<file path="src/rtl/gradient_context_pipe.sv">
`default_nettype none
// ============================================================================
// Module   : gradient_context_pipe
// Purpose  : Two-stage JPEG-LS gradient / context stage. Stage 1 registers the
//            local gradients D1=d-b, D2=b-c, D3=c-a; stage 2 quantizes them to
//            -4..+4, sign-merges the vector, forms the context index
//            81*Q_1 + 9*Q_2 + Q_3 and flags run mode.
// Ports    : clk, reset (sync, active-high)
//            in_valid / in_ready, a, b, c, d       - causal neighbour set
//            out_valid / out_ready, Q_1..Q_3, sign,
//            ctx, run_mode                         - quantized context
//            run_count (only with GRAD_RUN_COUNT_EN) - saturating count of
//                                                    run-mode outputs taken
// Options  : GRAD_RUN_COUNT_EN adds the run_count output and its counter.
// Revision : 1.0 - initial release
// ============================================================================
module gradient_context_pipe #(
    parameter int pixel_length = 8,
    parameter int Q_length     = 4,
    parameter int T1           = 3,
    parameter int T2           = 7,
    parameter int T3           = 21,
    parameter int NEAR         = 0,
    parameter int CTX_length   = 9
) (
    input  logic                          clk,
    input  logic                          reset,
    input  logic                          in_valid,
    output logic                          in_ready,
    input  logic [pixel_length-1:0]       a,
    input  logic [pixel_length-1:0]       b,
    input  logic [pixel_length-1:0]       c,
    input  logic [pixel_length-1:0]       d,
    output logic                          out_valid,
    input  logic                          out_ready,
    output logic signed [Q_length-1:0]    Q_1,
    output logic signed [Q_length-1:0]    Q_2,
    output logic signed [Q_length-1:0]    Q_3,
    output logic                          sign,
    output logic [CTX_length-1:0]         ctx,
`ifdef GRAD_RUN_COUNT_EN
    output logic [15:0]                   run_count,
`endif
    output logic                          run_mode
);

    localparam int DW = pixel_length + 1;

    // Thresholds in the same signed width as the differences.
    localparam logic signed [DW-1:0] c_t1    = DW'(T1);
    localparam logic signed [DW-1:0] c_t2    = DW'(T2);
    localparam logic signed [DW-1:0] c_t3    = DW'(T3);
    localparam logic signed [DW-1:0] c_near  = DW'(NEAR);
    localparam logic signed [DW-1:0] c_nt1   = -c_t1;
    localparam logic signed [DW-1:0] c_nt2   = -c_t2;
    localparam logic signed [DW-1:0] c_nt3   = -c_t3;
    localparam logic signed [DW-1:0] c_nnear = -c_near;

    localparam logic signed [Q_length-1:0] c_q0 = '0;
    localparam logic signed [Q_length-1:0] c_q1 = Q_length'(1);
    localparam logic signed [Q_length-1:0] c_q2 = Q_length'(2);
    localparam logic signed [Q_length-1:0] c_q3 = Q_length'(3);
    localparam logic signed [Q_length-1:0] c_q4 = Q_length'(4);

    localparam logic signed [CTX_length-1:0] c_k81 = CTX_length'(81);
    localparam logic signed [CTX_length-1:0] c_k9  = CTX_length'(9);

    function automatic logic signed [Q_length-1:0] f_quant(input logic signed [DW-1:0] di);
        if (di <= c_nt3)         return -c_q4;
        else if (di <= c_nt2)    return -c_q3;
        else if (di <= c_nt1)    return -c_q2;
        else if (di < c_nnear)   return -c_q1;
        else if (di <= c_near)   return c_q0;
        else if (di < c_t1)      return c_q1;
        else if (di < c_t2)      return c_q2;
        else if (di < c_t3)      return c_q3;
        else                     return c_q4;
    endfunction

    // One enable drives both stages so a stall freezes the whole pipe.
    logic w_en;
    assign w_en     = out_ready | ~out_valid;
    assign in_ready = w_en;

    // ---------------- Stage 1: gradients ----------------
    logic                 r_s1_valid;
    logic signed [DW-1:0] r_d1, r_d2, r_d3;
    logic signed [DW-1:0] w_d1, w_d2, w_d3;

    // Zero-extended operands: the full -2^P+1..2^P-1 range fits, no wrap.
    assign w_d1 = $signed({1'b0, d}) - $signed({1'b0, b});
    assign w_d2 = $signed({1'b0, b}) - $signed({1'b0, c});
    assign w_d3 = $signed({1'b0, c}) - $signed({1'b0, a});

    always_ff @(posedge clk) begin
        if (reset) begin
            r_s1_valid <= 1'b0;
            r_d1       <= '0;
            r_d2       <= '0;
            r_d3       <= '0;
        end else if (w_en) begin
            r_s1_valid <= in_valid;
            // Data only loads with a valid item so idle cycles do not toggle it.
            if (in_valid) begin
                r_d1 <= w_d1;
                r_d2 <= w_d2;
                r_d3 <= w_d3;
            end
        end
    end

    // ---------------- Stage 2: quantize, merge, context ----------------
    logic signed [Q_length-1:0]   w_q1, w_q2, w_q3;
    logic signed [Q_length-1:0]   w_m1, w_m2, w_m3;
    logic signed [CTX_length-1:0] w_x1, w_x2, w_x3, w_ctx;
    logic                         w_neg, w_run;

    assign w_q1 = f_quant(r_d1);
    assign w_q2 = f_quant(r_d2);
    assign w_q3 = f_quant(r_d3);

    // Negative if the first nonzero component is negative.
    assign w_neg = (w_q1 < 0) ||
                   ((w_q1 == 0) && (w_q2 < 0)) ||
                   ((w_q1 == 0) && (w_q2 == 0) && (w_q3 < 0));
    assign w_run = (w_q1 == 0) && (w_q2 == 0) && (w_q3 == 0);

    assign w_m1 = w_neg ? -w_q1 : w_q1;
    assign w_m2 = w_neg ? -w_q2 : w_q2;
    assign w_m3 = w_neg ? -w_q3 : w_q3;

    // After merging the index is always 0..364, so modulo-2^CTX_length
    // two's-complement arithmetic yields the exact value.
    assign w_x1  = CTX_length'(w_m1);
    assign w_x2  = CTX_length'(w_m2);
    assign w_x3  = CTX_length'(w_m3);
    assign w_ctx = c_k81 * w_x1 + c_k9 * w_x2 + w_x3;

    logic                         r_out_valid;
    logic signed [Q_length-1:0]   r_q1, r_q2, r_q3;
    logic                         r_sign, r_run;
    logic [CTX_length-1:0]        r_ctx;

    always_ff @(posedge clk) begin
        if (reset) begin
            r_out_valid <= 1'b0;
            r_q1        <= '0;
            r_q2        <= '0;
            r_q3        <= '0;
            r_sign      <= 1'b0;
            r_ctx       <= '0;
            r_run       <= 1'b0;
        end else if (w_en) begin
            r_out_valid <= r_s1_valid;
            if (r_s1_valid) begin
                r_q1   <= w_m1;
                r_q2   <= w_m2;
                r_q3   <= w_m3;
                r_sign <= w_neg;
                r_ctx  <= $unsigned(w_ctx);
                r_run  <= w_run;
            end
        end
    end

    assign out_valid = r_out_valid;
    assign Q_1       = r_q1;
    assign Q_2       = r_q2;
    assign Q_3       = r_q3;
    assign sign      = r_sign;
    assign ctx       = r_ctx;
    assign run_mode  = r_run;

`ifdef GRAD_RUN_COUNT_EN
    logic [15:0] r_run_count;

    always_ff @(posedge clk) begin
        if (reset) begin
            r_run_count <= '0;
        end else if (r_out_valid && out_ready && r_run && (r_run_count != 16'hFFFF)) begin
            r_run_count <= r_run_count + 16'd1;
        end
    end

    assign run_count = r_run_count;
`else
    // Run-mode counter not built.
`endif

endmodule
`default_nettype wire

</file>
<file path="config.mk">
export PLATFORM = sky130hd
export DESIGN_NAME = gradient_context_pipe
export DESIGN_NICKNAME = d
export VERILOG_FILES = /design/src/rtl/gradient_context_pipe.sv
export SDC_FILE = /design/constraint.sdc
export NUM_CORES = 1
export LEC_CHECK = 0
export ABC_CLOCK_PERIOD_IN_PS = 5900
export CAP_MARGIN = 0
export CORE_MARGIN = 2
export CORE_UTILIZATION = 44
export DETAILED_ROUTE_END_ITERATION = 10
export GPL_ROUTABILITY_DRIVEN = 1
export PLACE_DENSITY = 0.69
export REMOVE_ABC_BUFFERS = 1
export SLEW_MARGIN = 20
export SYNTH_ARGS = -nofsm -noshare
export SYNTH_HDL_FRONTEND = slang
export SYNTH_SLANG_ARGS = --single-unit
</file>
<file path="constraint.sdc">
create_clock -name clk -period 5.9 [get_ports clk]
set_clock_uncertainty 0.05 [all_clocks]
set_input_delay 0.59 -clock clk [delete_from_list [all_inputs] [get_ports clk]]
set_output_delay 0.59 -clock clk [all_outputs]
set_load 0.01 [all_outputs]
</file>
# [Word level (Yosys, flattened, before mapping)]
# Index checks and enable logic that the tools add are counted.
# Widths: inputs -> output; s select.
[totals] n_memories=0 wordCells=88 rom_bits=0 in_bits=36 ram_bits=0 latch_bits=0 regBits=52
[classes] magnitude_cmp=27 addsub=8 reduce_logical=11 n_mul=2 n_eq_ne=0 n_bitwise=2 n_shift=0 muxes=27 div_mod_pow=0
[ops] cell="$logic_not 32->1" n=3
[ops] cell="$mux 4" n=15
[ops] cell="$mux 3" n=12
[ops] cell="$le 9x1->1 const B" n=3
[ops] cell="$le 9x3->1 const B" n=3
[ops] cell="$le 9x4->1 const B" n=3
[ops] cell="$le 9x6->1 const B" n=3
[ops] cell="$lt 9x1->1 const B" n=3
[ops] cell="$lt 9x3->1 const B" n=3
[ops] cell="$lt 9x4->1 const B" n=3
[ops] cell="$lt 9x6->1 const B" n=3
[ops] cell="$sub 8x8->9" n=3
[ops] cell="$lt 4x1->1 const B" n=3
[ops] cell="$neg 4->4" n=3
[ops] cell="$add 9x4->9" n=1
[ops] cell="$add 9x9->9" n=1
[ops] cell="$mul 5x4->9 const A" n=1
[ops] cell="$mul 8x4->9 const A" n=1
[ops] cell="$logic_and 1x1->1" n=4
[ops] cell="$reduce_and 2->1" n=2
[ops] cell="$logic_or 1x1->1" n=2
[ops] cell="$not 1->1" n=1
[ops] cell="$or 1x1->1" n=1

# [Logic depth before layout (Yosys ltp)]
# Gate-level depths: netlist of the first run.
[depth] depth_word=17 ltp_mapped=26 mapped_depth_nobuf=24

# [Worst setup path after synthesis of the first run]
# Ideal clock, no wire load.
[synth_timing] path_kind="reg-to-reg" start="reg r_d1[4]" end="reg r_ctx[8] (netlist: ctx[8])" arrival_time_ps=5490 required_time_ps=5744 path_stages_with_launch=24 slack_ps=254 path_cell_list="dfxtp_1 clkbuf_1 a2111oi_0 o21ai_0 a41oi_1 ha_1 a21boi_0 and3_1 a21o_1 buf_4 mux2_2 ha_1 inv_1 fa_1 inv_1 fa_1 inv_1 fa_1 ha_1 ha_1 nor3_1 o211ai_1 a21o_1 o311ai_0"
[synth_rtl] element="from (decl)" line="87" source="logic signed [DW-1:0] r_d1, r_d2, r_d3;"
[synth_rtl] element="from (signal assigned)" line="105" source="r_d1 <= w_d1;"
[synth_rtl] element="$lt 9x6->1" line="76" source="else if (di < c_t3) return c_q3;"
[synth_rtl] element="$mux 3" line="76"
[synth_rtl] element="$mux 3" line="75" source="else if (di < c_t2) return c_q2;"
[synth_rtl] element="$mux 3" line="74" source="else if (di < c_t1) return c_q1;"
[synth_rtl] element="$mux 3" line="73" source="else if (di <= c_near) return c_q0;"
[synth_rtl] element="$mux 4" line="72" source="else if (di < c_nnear) return -c_q1;"
[synth_rtl] element="$mux 4" line="71" source="else if (di <= c_nt1) return -c_q2;"
[synth_rtl] element="$mux 4" line="70" source="else if (di <= c_nt2) return -c_q3;"
[synth_rtl] element="$mux 4 (*)" line="69" source="if (di <= c_nt3) return -c_q4;"
[synth_rtl] element="$logic_not 32->1" line="124, 125"
[synth_rtl] element="$logic_and 1x1->1 (on tied branches)" line="124, 125"
[synth_rtl] element="$logic_or 1x1->1 or $logic_and 1x1->1 (tied branches)" line="123, 125"
[synth_rtl] element="$logic_or 1x1->1 (*)" line="124" source="((w_q1 == 0) && (w_q2 < 0)) ||"
[synth_rtl] element="$mux 4 (*)" line="130" source="assign w_m3 = w_neg ? -w_q3 : w_q3;"
[synth_rtl] element="net w_m3[3]" line="114" source="logic signed [Q_length-1:0] w_m1, w_m2, w_m3;"
[synth_rtl] element="$add 9x4->9 (*)" line="137" source="assign w_ctx = c_k81 * w_x1 + c_k9 * w_x2 + w_x3;"
[synth_rtl] element="to (signal assigned)" line="160" source="r_ctx <= $unsigned(w_ctx);"
[synth_rtl] element="to (decl)" line="142" source="logic [CTX_length-1:0] r_ctx;"
# The timed path passes the listed nets; every way through them passes the cells marked *.
# A chain may end at the register's enable or synchronous reset.

# [Worst setup path in the final report of the first run]
[layout_timing] start="reg r_d2[1]" end="reg r_ctx[8] (netlist: ctx[8])"
[layout_between] elab_chain_cells=17
[layout_lines] element="from (decl)" line="87"
[layout_lines] element="from (signal assigned)" line="106" source="r_d2 <= w_d2;"
[layout_lines] element="$lt 9x6->1" line="76"
[layout_lines] element="$mux 3" line="76"
[layout_lines] element="$mux 3" line="75"
[layout_lines] element="$mux 3" line="74"
[layout_lines] element="$mux 3" line="73"
[layout_lines] element="$mux 4" line="72"
[layout_lines] element="$mux 4" line="71"
[layout_lines] element="$mux 4" line="70"
[layout_lines] element="[2 not listed]"
[layout_lines] element="$logic_and 1x1->1 (on tied branches)" line="124, 125"
[layout_lines] element="$logic_or 1x1->1 or $logic_and 1x1->1 (tied branches)" line="123, 125"
[layout_lines] element="$logic_or 1x1->1" line="124"
[layout_lines] element="$mux 4 (*)" line="129" source="assign w_m2 = w_neg ? -w_q2 : w_q2;"
[layout_lines] element="net w_m2[1]" line="114"
[layout_lines] element="$mul 5x4->9 (*)" line="137"
[layout_lines] element="$add 9x9->9 (*)" line="137"
[layout_lines] element="$add 9x4->9 (*)" line="137"
# Marked as above.

==> run_results.csv, run 1 <==
group,metric,value,unit
pwr,combPwrFrac,0.718,
synth,syn_area,0.00454,mm^2
drt,route.detailed.drc,0,
timing,relSlewSlack,0.529,
floorplanning,core_area,0.0102,mm^2
critical_path,endpoint_kind,"flop",
pwr,seqPwrFrac,0.185,
clocking,numCtsBuffers,5,
synth,yosysWarnings,0,
floorplanning,fp.dieW,106,um
synth,yosysMostFrequentCell,"inv_1",
drt,drt_iter0_drc,134,
run,cap_violations,0,
floorplanning,die_h,106,um
critical_path,r2r_start,"r_d2[1]",
critical_path,rrSetupSlack,0.15,ns
placed_design,hpwl,8.82,mm
min_path,hp-class,"reg -> reg",
pwr,p_sw,1.09,mW
critical_path,critPathArrivalTime,5.90,ns
synth,synthFlopType,"dfxtp_1",
pwr,p_clk_frac,0.096,
critical_path,path_max_fanout,7,
timing,setup_slack,0.153,ns
synth,synth_commonest_cells,"inv_1 (69), ha_1 (63), dfxtp_1 (52), a21oi_1 (45), nand2_1 (37)",
placed_design,placed_cell_area,0.00531,mm^2
drt,wirelength,11.2,mm
clocking,cts.path.max_buffers,2,
synth,synth-edff-count,0,
pwr,p_per_area,424,mW/mm^2
synth,ys_ff_latch,52,
synth,ys_types,51,
finish,drive_gt1_frac,0.100,
pwr,peakVddDrop,267,uV
synth,async_flop_share,0,
placed_design,dp_worst_setup_slack,-0.164,ns
finish,num_antenna_cells,0,
global_routing,grt_start_max_net_pins,42,
drt,final_antenna_net_count,0,
synth,yosysTopAreaCellShare,0.229,
timing,max_slew.worst_pin.slew,0.707,ns
global_routing,antenna_found_initial,0,
clocking,h-tree-depth,2,
drt,drt-pass1-iter-count,4,
min_path,min-delay-start,"run_mode",
timing,period_needed,5.75,ns
global_routing,grt_first_pass_wirelength,19.0,mm
clocking,cts_num_sinks,52,
critical_path,cp-start-kind,"flop",
synth,synthCells,571,
clocking,root_buffer,"clkbuf_8",
finish,nFillCells,979,
finish,final_area,0.00558,mm^2
global_routing,globalRoute.totalOverflow,0,
finish,seqCellArea,0.00106,mm^2
global_routing,grt_pass1_vias,4111,
clocking,clk_pin_slew,0.11,ns
critical_path,criticalPathCategory,"reg -> reg",
placed_design,io_buffer_count,60,
synth,syn_area_per_cell,7.95,um^2
synth,synth_area_leaders,"dfxtp_1 (23%), ha_1 (17%), fa_1 (7.1%)",
timing,period_share,0.974,
clocking,cts_tree,"built",
synth,synth.largest_area_cell,"dfxtp_1",
timing,finalMaxSlewViolations,0,
clocking,postCtsHoldBufs,0,
synth,ys_seq_area_frac,0.229,
timing,fmax,174,MHz
placed_design,place.gp.congestion,0.857,
global_routing,grt.total_usage,0.206,
critical_path,worstPathRequired,6.06,ns
clocking,clock_latency,0.32,ns
run_status,status,"complete, no violations",
finish,syn_to_final_growth,22.8,%
pwr,switching_share,0.459,
floorplanning,rows,37,
timing,tns,0,ns
pwr,leakage,2.44,nW
drt,via_per_inst,5.38,
timing,hold_violations,0,
drt,dr_total_vias,4114,
pwr,power,2.37,mW
finish,multi_input_area,0.00329,mm^2
drt,wire_per_inst,14.7,um
pwr,p_int,1.28,mW
timing,setup_violations,0,
critical_path,cp-startpoint,"r_d2[1]",
finish,final_nets,742,
floorplanning,boundaryPins,61,
floorplanning,start_util,0.446,
floorplanning,die_area,0.0112,mm^2
cell type report:
type	instances	share of cell area
clock buffer	6	0.0148
inverter	69	0.0464
tap	136	0.0305
timing repair buffer	73	0.125
sequential	52	0.190
multi-input combinational	426	0.590
clock inverter	2	0.00247
critical path: stages, from the launching register on:
cell,delay (ns)
dfxtp_2,0.37
o211a_4,0.26
or2_2,0.32
o31ai_1,0.24
a21oi_1,0.13
ha_2,0.23
nand2_2,0.10
o41ai_4,0.08
a21o_4,0.25
buf_4,0.16
o21ai_1,0.34
ha_1,0.22
inv_1,0.05
fa_1,0.46
fa_1,0.43
inv_1,0.08
fa_1,0.42
ha_1,0.31
ha_1,0.34
nor3_1,0.22
nor2_1,0.11
a21o_1,0.19
o311ai_0,0.27
routing by layer:
metal  GRT usage  vias to the layer above  part of all wire  routed length, um
met5           0                        -                 0                  0
met4      0.0367                        0             0.012                132
met3      0.0241                       12             0.041                460
met2       0.383                       94              0.51               5730
met1       0.258                     1895              0.44               4910
li1            -                     2113                 -                  -
final timing paths:
path	end	depth (start not counted)
worst max register to register	ctx[8]	22
worst max-delay path	ctx[8]	22
worst min-delay path	run_mode	2
worst min register to register	run_mode	2
logic make-up (layout without fill, tap and decap cells):
logic type,Yosys count,count (layout),synth area share
adder cells (fa/ha/maj),79,79,0.244
multiplexers,2,2,0.00468
AND/OR/NAND/NOR,178,178,0.194
XOR/XNOR,14,14,0.0270
flip-flops,52,52,0.229
AO/OA/AOI/OAI,153,153,0.222
buffers and inverters,93,150,0.0785
timing repair:
action	4_1_cts	5_1_grt
buffers inserted	0	1
endpoints found under the setup margin	2	5
gates resized for setup	6	39
pin swaps	1	4
flip-flops by register name (all words and copies together) (netlist names):
signal      count
r_s1_valid      1
r_d1            9
sign            1
ctx             9
r_d3            9
run_mode        1
r_d2            9
out_valid       1
Q_2             4
Q_3             4
Q_1             4
metrics by stage:
stage	instances	hold WS, ns	util
after detailed placement	755	0.400	0.521
after floorplan	547	0.391	-
after global routing	764	0.443	0.548
after CTS	763	0.413	0.531
after global placement	755	0.390	0.521
final	764	0.409	0.548
power by group through the flow:
stage / logic (mW) / clock network (mW) / registers (mW)
2_1_floorplan: 1.24 / 0 / 0.441
3_3_place_gp: 1.59 / 0 / 0.437
3_5_place_dp: 1.63 / 0 / 0.440
4_1_cts: 1.65 / 0.230 / 0.433
5_1_grt: 1.95 / 0.243 / 0.446
6_report: 1.70 / 0.228 / 0.439
layout by cell type, fill, tap and decap left out, types with 5 or more instances in the layout:
cell / instances
a211oi_1: 13
a21boi_0: 5
a21o_1: 9
a21oi_1: 43
and2_1: 5
buf_4: 13
clkbuf_8: 6
clkdlybuf4s50_1: 60
dfxtp_1: 40
dfxtp_2: 10
fa_1: 16
ha_1: 60
inv_1: 68
nand2_1: 36
nand2b_1: 7
nand3_1: 20
nand4_1: 5
nor2_1: 35
nor2b_1: 10
nor3_1: 29
o211ai_1: 8
o21a_1: 15
o21ai_0: 20
o31ai_1: 9
or2_2: 5
or3_1: 6
xnor2_1: 10
Note: power is estimated with default switching activity, not from simulation.
==> inputs of run 2 (changes only) <==
--- a/config.mk
+++ b/config.mk
@@ -9,10 +9,12 @@
 export CAP_MARGIN = 0
 export CORE_MARGIN = 2
 export CORE_UTILIZATION = 44
+export CTS_CLUSTER_DIAMETER = 30
 export DETAILED_ROUTE_END_ITERATION = 10
 export GPL_ROUTABILITY_DRIVEN = 1
 export PLACE_DENSITY = 0.69
 export REMOVE_ABC_BUFFERS = 1
+export SKIP_LAST_GASP = 1
 export SLEW_MARGIN = 20
 export SYNTH_ARGS = -nofsm -noshare
 export SYNTH_HDL_FRONTEND = slang
==> results of run 2 <==
The final DEF is identical to that of run 1; final timing and power are the same.
